`src/rtl/memory_access.sv`:
```
// Memory-stage data-bus engine: one valid/addr_ok/data_ok transaction per load or
// store, with load alignment/extension, pipeline stall and address-error detection.
module memory_access (
  input  logic        clk,
  input  logic        reset,
  input  logic        valid_i,
  input  logic        mem_read,
  input  logic        mem_write,
  input  logic [1:0]  size,
  input  logic        sign_ext,
  input  logic [31:0] addr,
  input  logic [31:0] wdata,
  input  logic        flush,
  input  logic        hold,
  output logic        dreq_valid,
  output logic [31:0] dreq_addr,
  output logic [1:0]  dreq_size,
  output logic [3:0]  dreq_strobe,
  output logic [31:0] dreq_data,
  input  logic        dresp_addr_ok,
  input  logic        dresp_data_ok,
  input  logic [31:0] dresp_data,
  output logic [31:0] rdata,
  output logic        done,
  output logic        stall,
  output logic        exc_adel,
  output logic        exc_ades,
  output logic [31:0] badvaddr
);

  typedef enum logic [2:0] {
    IDLE  = 3'd0,
    REQ   = 3'd1,
    WAIT  = 3'd2,
    DONE  = 3'd3,
    DRAIN = 3'd4
  } state_t;

  state_t      state;
  logic        kill_q;
  logic        drain_pending;

  logic [31:0] addr_q;
  logic [31:0] data_q;
  logic [1:0]  size_q;
  logic [3:0]  strobe_q;
  logic        sign_ext_q;
  logic        is_load_q;

  logic        misaligned;
  logic        access;
  logic [3:0]  strobe_c;
  logic [31:0] data_c;

  logic        in_idle;
  logic [1:0]  cur_size;
  logic [1:0]  cur_off;
  logic        cur_sext;
  logic        cur_load;
  logic [31:0] shifted;
  logic [31:0] load_value;
  logic        complete;
  logic        kill_now;

  always_comb begin
    // NOTE: every always_comb output gets a default first, so no path leaves it unassigned and no latch is inferred.
    misaligned = 1'b0;
    unique case (size)
      2'd0:    misaligned = 1'b0;
      2'd1:    misaligned = addr[0];
      default: misaligned = |addr[1:0];
    endcase
  end

  assign access   = valid_i & (mem_read | mem_write) & ~misaligned & ~flush;
  assign exc_adel = valid_i & mem_read & misaligned;
  assign exc_ades = valid_i & mem_write & misaligned;
  assign badvaddr = addr;

  // Store lane encoding; size 3 falls through to the word encoding.
  always_comb begin
    strobe_c = 4'h0;
    data_c   = wdata;
    if (mem_write) begin
      unique case (size)
        2'd0: begin
          strobe_c = 4'b0001 << addr[1:0];
          data_c   = {4{wdata[7:0]}};
        end
        2'd1: begin
          strobe_c = 4'b0011 << {addr[1], 1'b0};
          data_c   = {2{wdata[15:0]}};
        end
        default: begin
          strobe_c = 4'hF;
          data_c   = wdata;
        end
      endcase
    end
  end

  // In IDLE the request goes out straight from the M register; afterwards the latched copy is held.
  assign in_idle     = (state == IDLE);
  assign dreq_valid  = in_idle ? access : (state == REQ);
  assign dreq_addr   = in_idle ? addr     : addr_q;
  assign dreq_size   = in_idle ? size     : size_q;
  assign dreq_strobe = in_idle ? strobe_c : strobe_q;
  assign dreq_data   = in_idle ? data_c   : data_q;

  assign cur_size = in_idle ? size       : size_q;
  assign cur_off  = in_idle ? addr[1:0]  : addr_q[1:0];
  assign cur_sext = in_idle ? sign_ext   : sign_ext_q;
  assign cur_load = in_idle ? mem_read   : is_load_q;

  assign shifted = dresp_data >> {cur_off, 3'b000};

  always_comb begin
    load_value = shifted;
    unique case (cur_size)
      2'd0: load_value = cur_sext ? {{24{shifted[7]}}, shifted[7:0]}
                                  : {24'h0, shifted[7:0]};
      2'd1: load_value = cur_sext ? {{16{shifted[15]}}, shifted[15:0]}
                                  : {16'h0, shifted[15:0]};
      default: load_value = shifted;
    endcase
  end

  // data_ok without a prior or simultaneous addr_ok is ignored.
  assign complete = (((in_idle & access) | (state == REQ)) & dresp_addr_ok & dresp_data_ok)
                  | ((state == WAIT) & dresp_data_ok);
  assign kill_now = kill_q | flush;

  // A drained slot also holds back a fresh access for one cycle so it is not lost.
  always_comb begin
    stall = 1'b0;
    unique case (state)
      IDLE:    stall = access;
      REQ:     stall = 1'b1;
      WAIT:    stall = 1'b1;
      DRAIN:   stall = drain_pending | access;
      default: stall = 1'b0;
    endcase
  end

  always_ff @(posedge clk) begin
    if (reset) begin
      state         <= IDLE;
      kill_q        <= 1'b0;
      drain_pending <= 1'b0;
      done          <= 1'b0;
      rdata         <= 32'h0;
      addr_q        <= 32'h0;
      data_q        <= 32'h0;
      size_q        <= 2'd0;
      strobe_q      <= 4'h0;
      sign_ext_q    <= 1'b0;
      is_load_q     <= 1'b0;
    end else begin
      // NOTE: state is updated with non-blocking assignments so every branch sees the pre-edge values.
      done <= 1'b0;
      if (complete && cur_load && (in_idle || !kill_now)) begin
        rdata <= load_value;
      end
      unique case (state)
        IDLE: begin
          if (access) begin
            addr_q     <= addr;
            data_q     <= data_c;
            size_q     <= size;
            strobe_q   <= strobe_c;
            sign_ext_q <= sign_ext;
            is_load_q  <= mem_read;
            kill_q     <= 1'b0;
            if (dresp_addr_ok && dresp_data_ok) begin
              state <= DONE;
              done  <= 1'b1;
            end else if (dresp_addr_ok) begin
              state <= WAIT;
            end else begin
              state <= REQ;
            end
          end
        end
        REQ: begin
          if (flush) kill_q <= 1'b1;
          if (dresp_addr_ok) begin
            if (kill_now) begin
              state         <= DRAIN;
              drain_pending <= ~dresp_data_ok;
            end else if (dresp_data_ok) begin
              state <= DONE;
              done  <= 1'b1;
            end else begin
              state <= WAIT;
            end
          end
        end
        WAIT: begin
          if (flush) kill_q <= 1'b1;
          if (kill_now) begin
            state         <= DRAIN;
            drain_pending <= ~dresp_data_ok;
          end else if (dresp_data_ok) begin
            state <= DONE;
            done  <= 1'b1;
          end
        end
        DONE: begin
          if (hold) begin
            done <= 1'b1;
          end else begin
            state <= IDLE;
          end
        end
        DRAIN: begin
          if (!drain_pending || dresp_data_ok) begin
            state         <= IDLE;
            drain_pending <= 1'b0;
            kill_q        <= 1'b0;
          end
        end
        default: state <= IDLE;
      endcase
    end
  end

endmodule
```
`config.mk`:
```
export PLATFORM = sky130hd
export DESIGN_NAME = memory_access
export DESIGN_NICKNAME = d
export VERILOG_FILES = /design/src/rtl/memory_access.sv
export SDC_FILE = /design/constraint.sdc
export NUM_CORES = 1
export LEC_CHECK = 0
export ABC_AREA = 0
export CAP_MARGIN = 25
export CORE_ASPECT_RATIO = 0.5
export CORE_MARGIN = 8
export CORE_UTILIZATION = 45
export CTS_BUF_LIST = sky130_fd_sc_hd__clkbuf_8
export DETAILED_ROUTE_END_ITERATION = 8
export HOLD_SLACK_MARGIN = 0.15
export PLACE_DENSITY = 0.91
export SYNTH_ARGS = -nofsm -noshare
export SYNTH_HDL_FRONTEND = slang
export SYNTH_SLANG_ARGS = --single-unit
```
`constraint.sdc`:
```
create_clock -name clk -period 2.5 [get_ports clk]
set_input_delay 0.375 -clock clk [delete_from_list [all_inputs] [get_ports clk]]
set_output_delay 0.375 -clock clk [all_outputs]
set_load 0.01 [all_outputs]
```
==> results of run 1 <==
[metal layers]
layer | routed length, µm | GRT usage, % | share of wire [%] | up-vias
met3 | 1640 | 6.15 | 7.4 | 52
met2 | 11100 | 42.9 | 50 | 316
met1 | 9050 | 26.7 | 41 | 3240
met4 | 573 | 8.59 | 2.6 | 0
li1 | - | - | - | 3310
met5 | 0 | 0 | 0 | -
[flip-flops by register name, summed over array words and instances (netlist names)]
| name | flops |
|---|---|
| done | 1 |
| strobe_q | 4 |
| kill_q | 1 |
| state | 3 |
| sign_ext_q | 1 |
| size_q | 2 |
| drain_pending | 1 |
| is_load_q | 1 |
| data_q | 32 |
| rdata | 32 |
| addr_q | 32 |
[placed cells by master, fill, tap and decap left out, types with 9 or more instances in the layout]
cell,Yosys,final
a211oi_1,27,26
nor2_1,65,65
nor3_1,10,10
dlygate4sd2_1,0,26
clkbuf_8,0,9
dlymetal6s2s_1,0,14
buf_4,32,56
nand3_1,10,10
nand2_1,273,273
clkdlybuf4s50_1,0,205
mux2i_1,50,49
buf_12,0,11
and3_1,10,10
o21ai_0,52,50
dfxtp_1,110,110
a21oi_1,94,94
[worst max-delay path by stage]
stage,startpoint,end,cells after the start
floorplan,state[0],rdata[25],8
CTS,state[2],dreq_data[17],4
finish,state[2],dreq_data[4],5
detailed placement,addr[1],rdata[25],8
global route,state[2],dreq_data[4],5
global placement,size[1],dreq_data[24],7
[worst reg2reg max path, stage by stage (launching register included)]
cell	delay (ps)
dfxtp_1	360
nor3_4	230
buf_12	160
buf_4	150
mux2i_4	270
inv_2	100
buf_4	200
nor2_1	380
and3_1	220
a21oi_1	50
o21ai_0	200
[power by group through the flow]
| stage | sequential, mW | clock, mW | combinational (mW) |
|---|---|---|---|
| 2_1_floorplan | 2.01 | 0 | 1.86 |
| 3_3_place_gp | 2.00 | 0 | 3.62 |
| 3_5_place_dp | 2.01 | 0 | 3.68 |
| 4_1_cts | 1.97 | 1.02 | 3.74 |
| 5_1_grt | 1.99 | 1.10 | 4.16 |
| 6_report | 1.98 | 0.999 | 3.88 |
[cells in the mapped netlist, types with 4 or more instances]
master	count
a21oi_1	94
o21ai_0	52
clkbuf_1	49
nand2b_1	4
inv_1	5
buf_2	13
mux2i_1	50
or2_2	4
dfxtp_1	110
and3_1	10
nand2_1	273
nand3_1	10
a211oi_1	27
nor3_1	10
a2bb2oi_1	7
nor2b_1	10
nor2_1	65
buf_4	32
[stage by stage]
stage          area, µm²  TNS [ps]  setup slack (ps)  hold WS, ps
2_1_floorplan       6080         0               210          436
6_report            9200         0              80.7          459
4_1_cts             9070         0             0.564          462
3_5_place_dp        8840     -7530              -231          447
5_1_grt             9200     -2.99             -1.71          481
3_3_place_gp        8840     -5000              -192          442
[kinds of logic (layout without fill, tap and decap cells)]
| group | count (synthesis) | after routing | share of synthesized area [%] |
|---|---|---|---|
| compound gates | 193 | 193 | 18.1 |
| xor+xnor | 1 | 1 | 0.144 |
| buf+inv | 103 | 339 | 8.73 |
| flops | 110 | 110 | 36.2 |
| mux | 57 | 57 | 9.99 |
| simple gates | 397 | 397 | 26.8 |
[area by class of cell]
cell class              count  area (µm²)  share of cell area, %
multi-input cells         648        3390                   36.8
repair buffers            317        3190                   34.7
flip-flops and latches    110        2200                   23.9
well taps                 176         220                   2.39
clock buffers               9         124                   1.35
clock inverters             7        50.0                  0.544
inverters                   6        22.5                  0.245
[repair_timing]
item,CTS,global route
hold buffers,0,0
endpoints found under the setup margin,72,28
hold endpoints to repair,0,0
gates resized for setup,41,17
setup buffers,3,6
pin swaps,2,0
cloned,0,1
==> impl_metrics.env, run 1 <==
export IMPL_wirelength_um=22300
export IMPL_fin_crit_sh_pct=96.8
export IMPL_drv_cap=0
export IMPL_routabilityCongestion=0.935
export IMPL_num_fill_cells=1032
export IMPL_clk_insertion_delay_late_ps=390
export IMPL_synthFlopType="dfxtp_1"
export IMPL_seq_power_share_pct=28.8
export IMPL_n_antenna_cell=0
export IMPL_antenna_found_initial=0
export IMPL_grt_pass1_wl_um=34900
export IMPL_irDropWorstVdd_v=0.000426
export IMPL_pwr_share_comb_pct=56.6
export IMPL_drc_errors=0
export IMPL_grt_use_total_pct=23.7
export IMPL_maxSlewViolCount=0
export IMPL_drtIter0Drc=609
export IMPL_ys_ff_latch=110
export IMPL_cp_end_kind="output pin"
export IMPL_cp_arrival_ps=2040
export IMPL_path_delay_family="buffers and inverters"
export IMPL_dp_cells=1247
export IMPL_hold_path_class="reg -> reg"
export IMPL_r2r_start="state[1]"
export IMPL_relSlewSlack_pct=63.2
export IMPL_cts_sinks=110
export IMPL_yosysSeqAreaShare_pct=36.2
export IMPL_ant_nets=0
export IMPL_period_needed_ps=2420
export IMPL_layout_drive_gt1_share_pct=9.94
export IMPL_die_area_um2=17700
export IMPL_p_leak_nw=3.88
export IMPL_start_util_pct=45.5
export IMPL_first_pass_iters=7
export IMPL_power_frac_clock_pct=14.6
export IMPL_max_stage_delay_ps=500
export IMPL_clockBufferDepth=2
export IMPL_fin_skew_ps=10.8
export IMPL_core_area_um2=13400
export IMPL_power_mw=6.85
export IMPL_instances_no_fill=1273
export IMPL_synth_area_leader_cell="dfxtp_1"
export IMPL_worstHoldStart="addr_q[2]"
export IMPL_syn_avg_cell_area_um2=7.06
export IMPL_required_ps=2120
export IMPL_dp_hpwl_um=16500
export IMPL_yosys_top_cells_area="dfxtp_1, nand2_1, mux2i_1"
export IMPL_worst_setup_path_type="reg -> out"
export IMPL_swShare_pct=39.8
export IMPL_via_per_inst=5.43
export IMPL_worstPathBufferInverterCount=2
export IMPL_synth_top_area_share_pct=36.2
export IMPL_synthArstFlopShare_pct=0
export IMPL_die_h_um=98.2
export IMPL_htree_levels=3
export IMPL_min_path_cells=2
export IMPL_cp_max_fo=57
export IMPL_grt_overflow_total=0
export IMPL_p_int_mw=4.12
export IMPL_rrSetupSlack_ps=120
export IMPL_ioPinCount=247
export IMPL_grt_pass1_vias=6812
export IMPL_status="finished clean"
export IMPL_worstReg2RegEnd="rdata[25]"
export IMPL_setup_viol=0
export IMPL_power_net_switching_mw=2.73
export IMPL_clk_pin_slew_ps=100
export IMPL_vias=6918
export IMPL_synth_edf_count=0
export IMPL_hold_viol=0
export IMPL_crit_path_start_kind="flip-flop"
export IMPL_wl_per_cell_um=17.6
export IMPL_grt_max_degree=62
export IMPL_cpMaxStageDelayCell="clkdlybuf4s50_1"
export IMPL_min_to="addr_q[2]"
export IMPL_yosysWarnings=0
export IMPL_fmax_mhz=413
export IMPL_yosysUniqueCellTypes=44
export IMPL_io_buffers=246
export IMPL_cts_tree="built"
export IMPL_powerDensity_nw_per_um2=745
export IMPL_syn_num_nets=969
export IMPL_rows=30
export IMPL_syn_to_final_growth_pct=51.3
export IMPL_reg2reg_depth=10
export IMPL_cts_made_buffers=9
export IMPL_post_route_util_pct=68.8
export IMPL_crit_top_cell="nand2_1"
export IMPL_crit_chain="or3_4 -> buf_12 -> nand2_1 -> nand2_1 -> clkdlybuf4s50_1"
export IMPL_synthCells=861
export IMPL_synth_area_um2=6080
export IMPL_finalNetCount=1200
export IMPL_clockRootBuffer="clkbuf_8"
export IMPL_worst_slew_pin_slew_ps=552
export IMPL_die_w_um=180
Power figures use the tool's default switching activity.
==> inputs of run 2 (changes only) <==
==> constraint.sdc (replaced) <==
create_clock -name clk -period 2.5 [get_ports clk]
set_input_delay 0.5 -clock clk [delete_from_list [all_inputs] [get_ports clk]]
set_output_delay 0.5 -clock clk [all_outputs]
set_load 0.01 [all_outputs]
==> impl_metrics.env, run 2 (synthesis results as in run 1) <==
export IMPL_first_pass_iters=7
export IMPL_fin_tns_setup_ps=-15.1
export IMPL_core_area_um2=13400
export IMPL_grt_use_met3_pct=5.67
export IMPL_reg2reg_depth=8
export IMPL_wl_per_cell_um=17.3
export IMPL_io_buffers=246
export IMPL_final_cell_mix="nand2_1, clkdlybuf4s50_1, dfxtp_1, a21oi_1"
export IMPL_grtUsageMet1_pct=27.5
export IMPL_grt_pass1_wl_um=35400
export IMPL_hold_path_class="reg -> reg"
export IMPL_worst_setup_path_type="reg -> out"
export IMPL_syn_to_final_growth_pct=50.2
export IMPL_setup_ws_ps=-15.1
export IMPL_cp_arrival_ps=2020
export IMPL_r2r_start="state[1]"
export IMPL_grt_overflow_total=0
export IMPL_dp_hpwl_um=16600
export IMPL_cp_end_kind="output pin"
export IMPL_clockBufferDepth=2
export IMPL_min_path_cells=2
export IMPL_worst_slew_pin_slew_ps=460
export IMPL_dp_cells=1256
export IMPL_top_regs="addr_q (32), data_q (32), rdata (32)"
export IMPL_layout_drive_gt1_share_pct=12.5
export IMPL_cts_made_buffers=9
export IMPL_ant_nets=0
export IMPL_cts_sinks=110
export IMPL_rrSetupSlack_ps=180
export IMPL_clockRootBuffer="clkbuf_8"
export IMPL_powerDensity_nw_per_um2=744
export IMPL_maxSlewViolCount=0
export IMPL_grt_max_degree=46
export IMPL_min_to="addr_q[23]"
export IMPL_hold_viol=0
export IMPL_clk_insertion_delay_late_ps=380
export IMPL_fin_skew_ps=11.8
export IMPL_cp_max_fo=24
export IMPL_vias=7024
export IMPL_die_w_um=180
export IMPL_htree_levels=3
export IMPL_fmax_mhz=398
export IMPL_antenna_found_initial=1
export IMPL_grt_pass1_vias=7030
export IMPL_drv_cap=0
export IMPL_grt_use_total_pct=23.8
export IMPL_ctsHoldBuffers=0
export IMPL_required_ps=2000
export IMPL_rsz0062_at_grt="true"
export IMPL_clk_pin_slew_ps=110
export IMPL_period_needed_ps=2520
export IMPL_finalNetCount=1207
export IMPL_routabilityCongestion=0.954
export IMPL_drtIter0Drc=582
export IMPL_gr_max_usage_layer="met2"
export IMPL_wirelength_um=22200
export IMPL_via_per_inst=5.48
export IMPL_post_route_util_pct=68.3
export IMPL_die_h_um=98.2
export IMPL_cts_tree="built"
export IMPL_status="complete, but fails checks"
export IMPL_worstHoldStart="addr_q[23]"
export IMPL_crit_path_start_kind="flip-flop"
export IMPL_relSlewSlack_pct=68.7
export IMPL_ioPinCount=247
export IMPL_worstReg2RegEnd="rdata[11]"
export IMPL_violations="setup timing"
export IMPL_setup_viol=1
export IMPL_start_util_pct=45.5
export IMPL_die_area_um2=17700
export IMPL_final_common_cell="nand2_1"
export IMPL_met2_usage_pct=41.3
export IMPL_fin_crit_sh_pct=101
export IMPL_drc_errors=0
export IMPL_instances_no_fill=1281
export IMPL_pre_cts_ws_ps=-462
export IMPL_p_leak_nw=3.87
export IMPL_rows=30
export IMPL_irDropWorstVdd_v=0.000453
==> run 2: worst max path at each step <==
stage / to / cells after the start / from
5_1_grt: dreq_data[10] / 6 / state[1]
2_1_floorplan: dreq_data[10] / 5 / size[0]
3_3_place_gp: dreq_data[14] / 7 / size[1]
4_1_cts: dreq_data[21] / 6 / state[1]
6_report: dreq_data[10] / 6 / state[1]
3_5_place_dp: dreq_data[12] / 7 / size[1]
==> run 2: layout make-up <==
cell class,count,area [µm²]
repair buffers,324,3070
well taps,176,220
flip-flops and latches,110,2200
clock inverters,5,65.1
multi-input cells,648,3390
inverters,6,22.5
clock buffers,11,151
fillers,1071,4240
diodes,1,2.50
==> run 2: routing by layer <==
layer / vias up / wire, µm
met5: - / 0
met4: 0 / 915
met3: 80 / 1810
met2: 388 / 10700
met1: 3221 / 8790
li1: 3335 / -
==> run 2: critical path, cell delays in order, from the launching register on <==
cell	delay, ps
dfxtp_2	350
or3_4	430
buf_4	170
bufbuf_16	290
nand2_1	80
o21ai_0	80
clkdlybuf4s15_1	240
==> run 2: power breakdown <==
part           internal [mW]  switching (mW)
logic                   1.67            1.98
clock network          0.528           0.639
registers               1.89          0.0876
total                   4.09            2.70
==> run 2: per-stage QoR <==
step	hold WS (ps)	power [mW]	instance area [µm²]
6_report	463	6.79	9130
3_5_place_dp	448	5.75	8890
2_1_floorplan	436	3.87	6080
5_1_grt	478	7.16	9130
3_3_place_gp	442	5.69	8890
4_1_cts	463	6.79	9110
==> run 2: repair_timing <==
action                     in CTS  in global routing
buffers inserted                6                  1
setup endpoints to repair      74                 34
gates resized for setup       130                 15
pin swaps                       3                  2
gates cloned                    1                  0
==> inputs of run 3 (changes only) <==
CTS_CLUSTER_DIAMETER = 120   (was unset)
==> results of run 3 <==
Same layout as run 2: the final DEF is identical, and so are final timing and power.
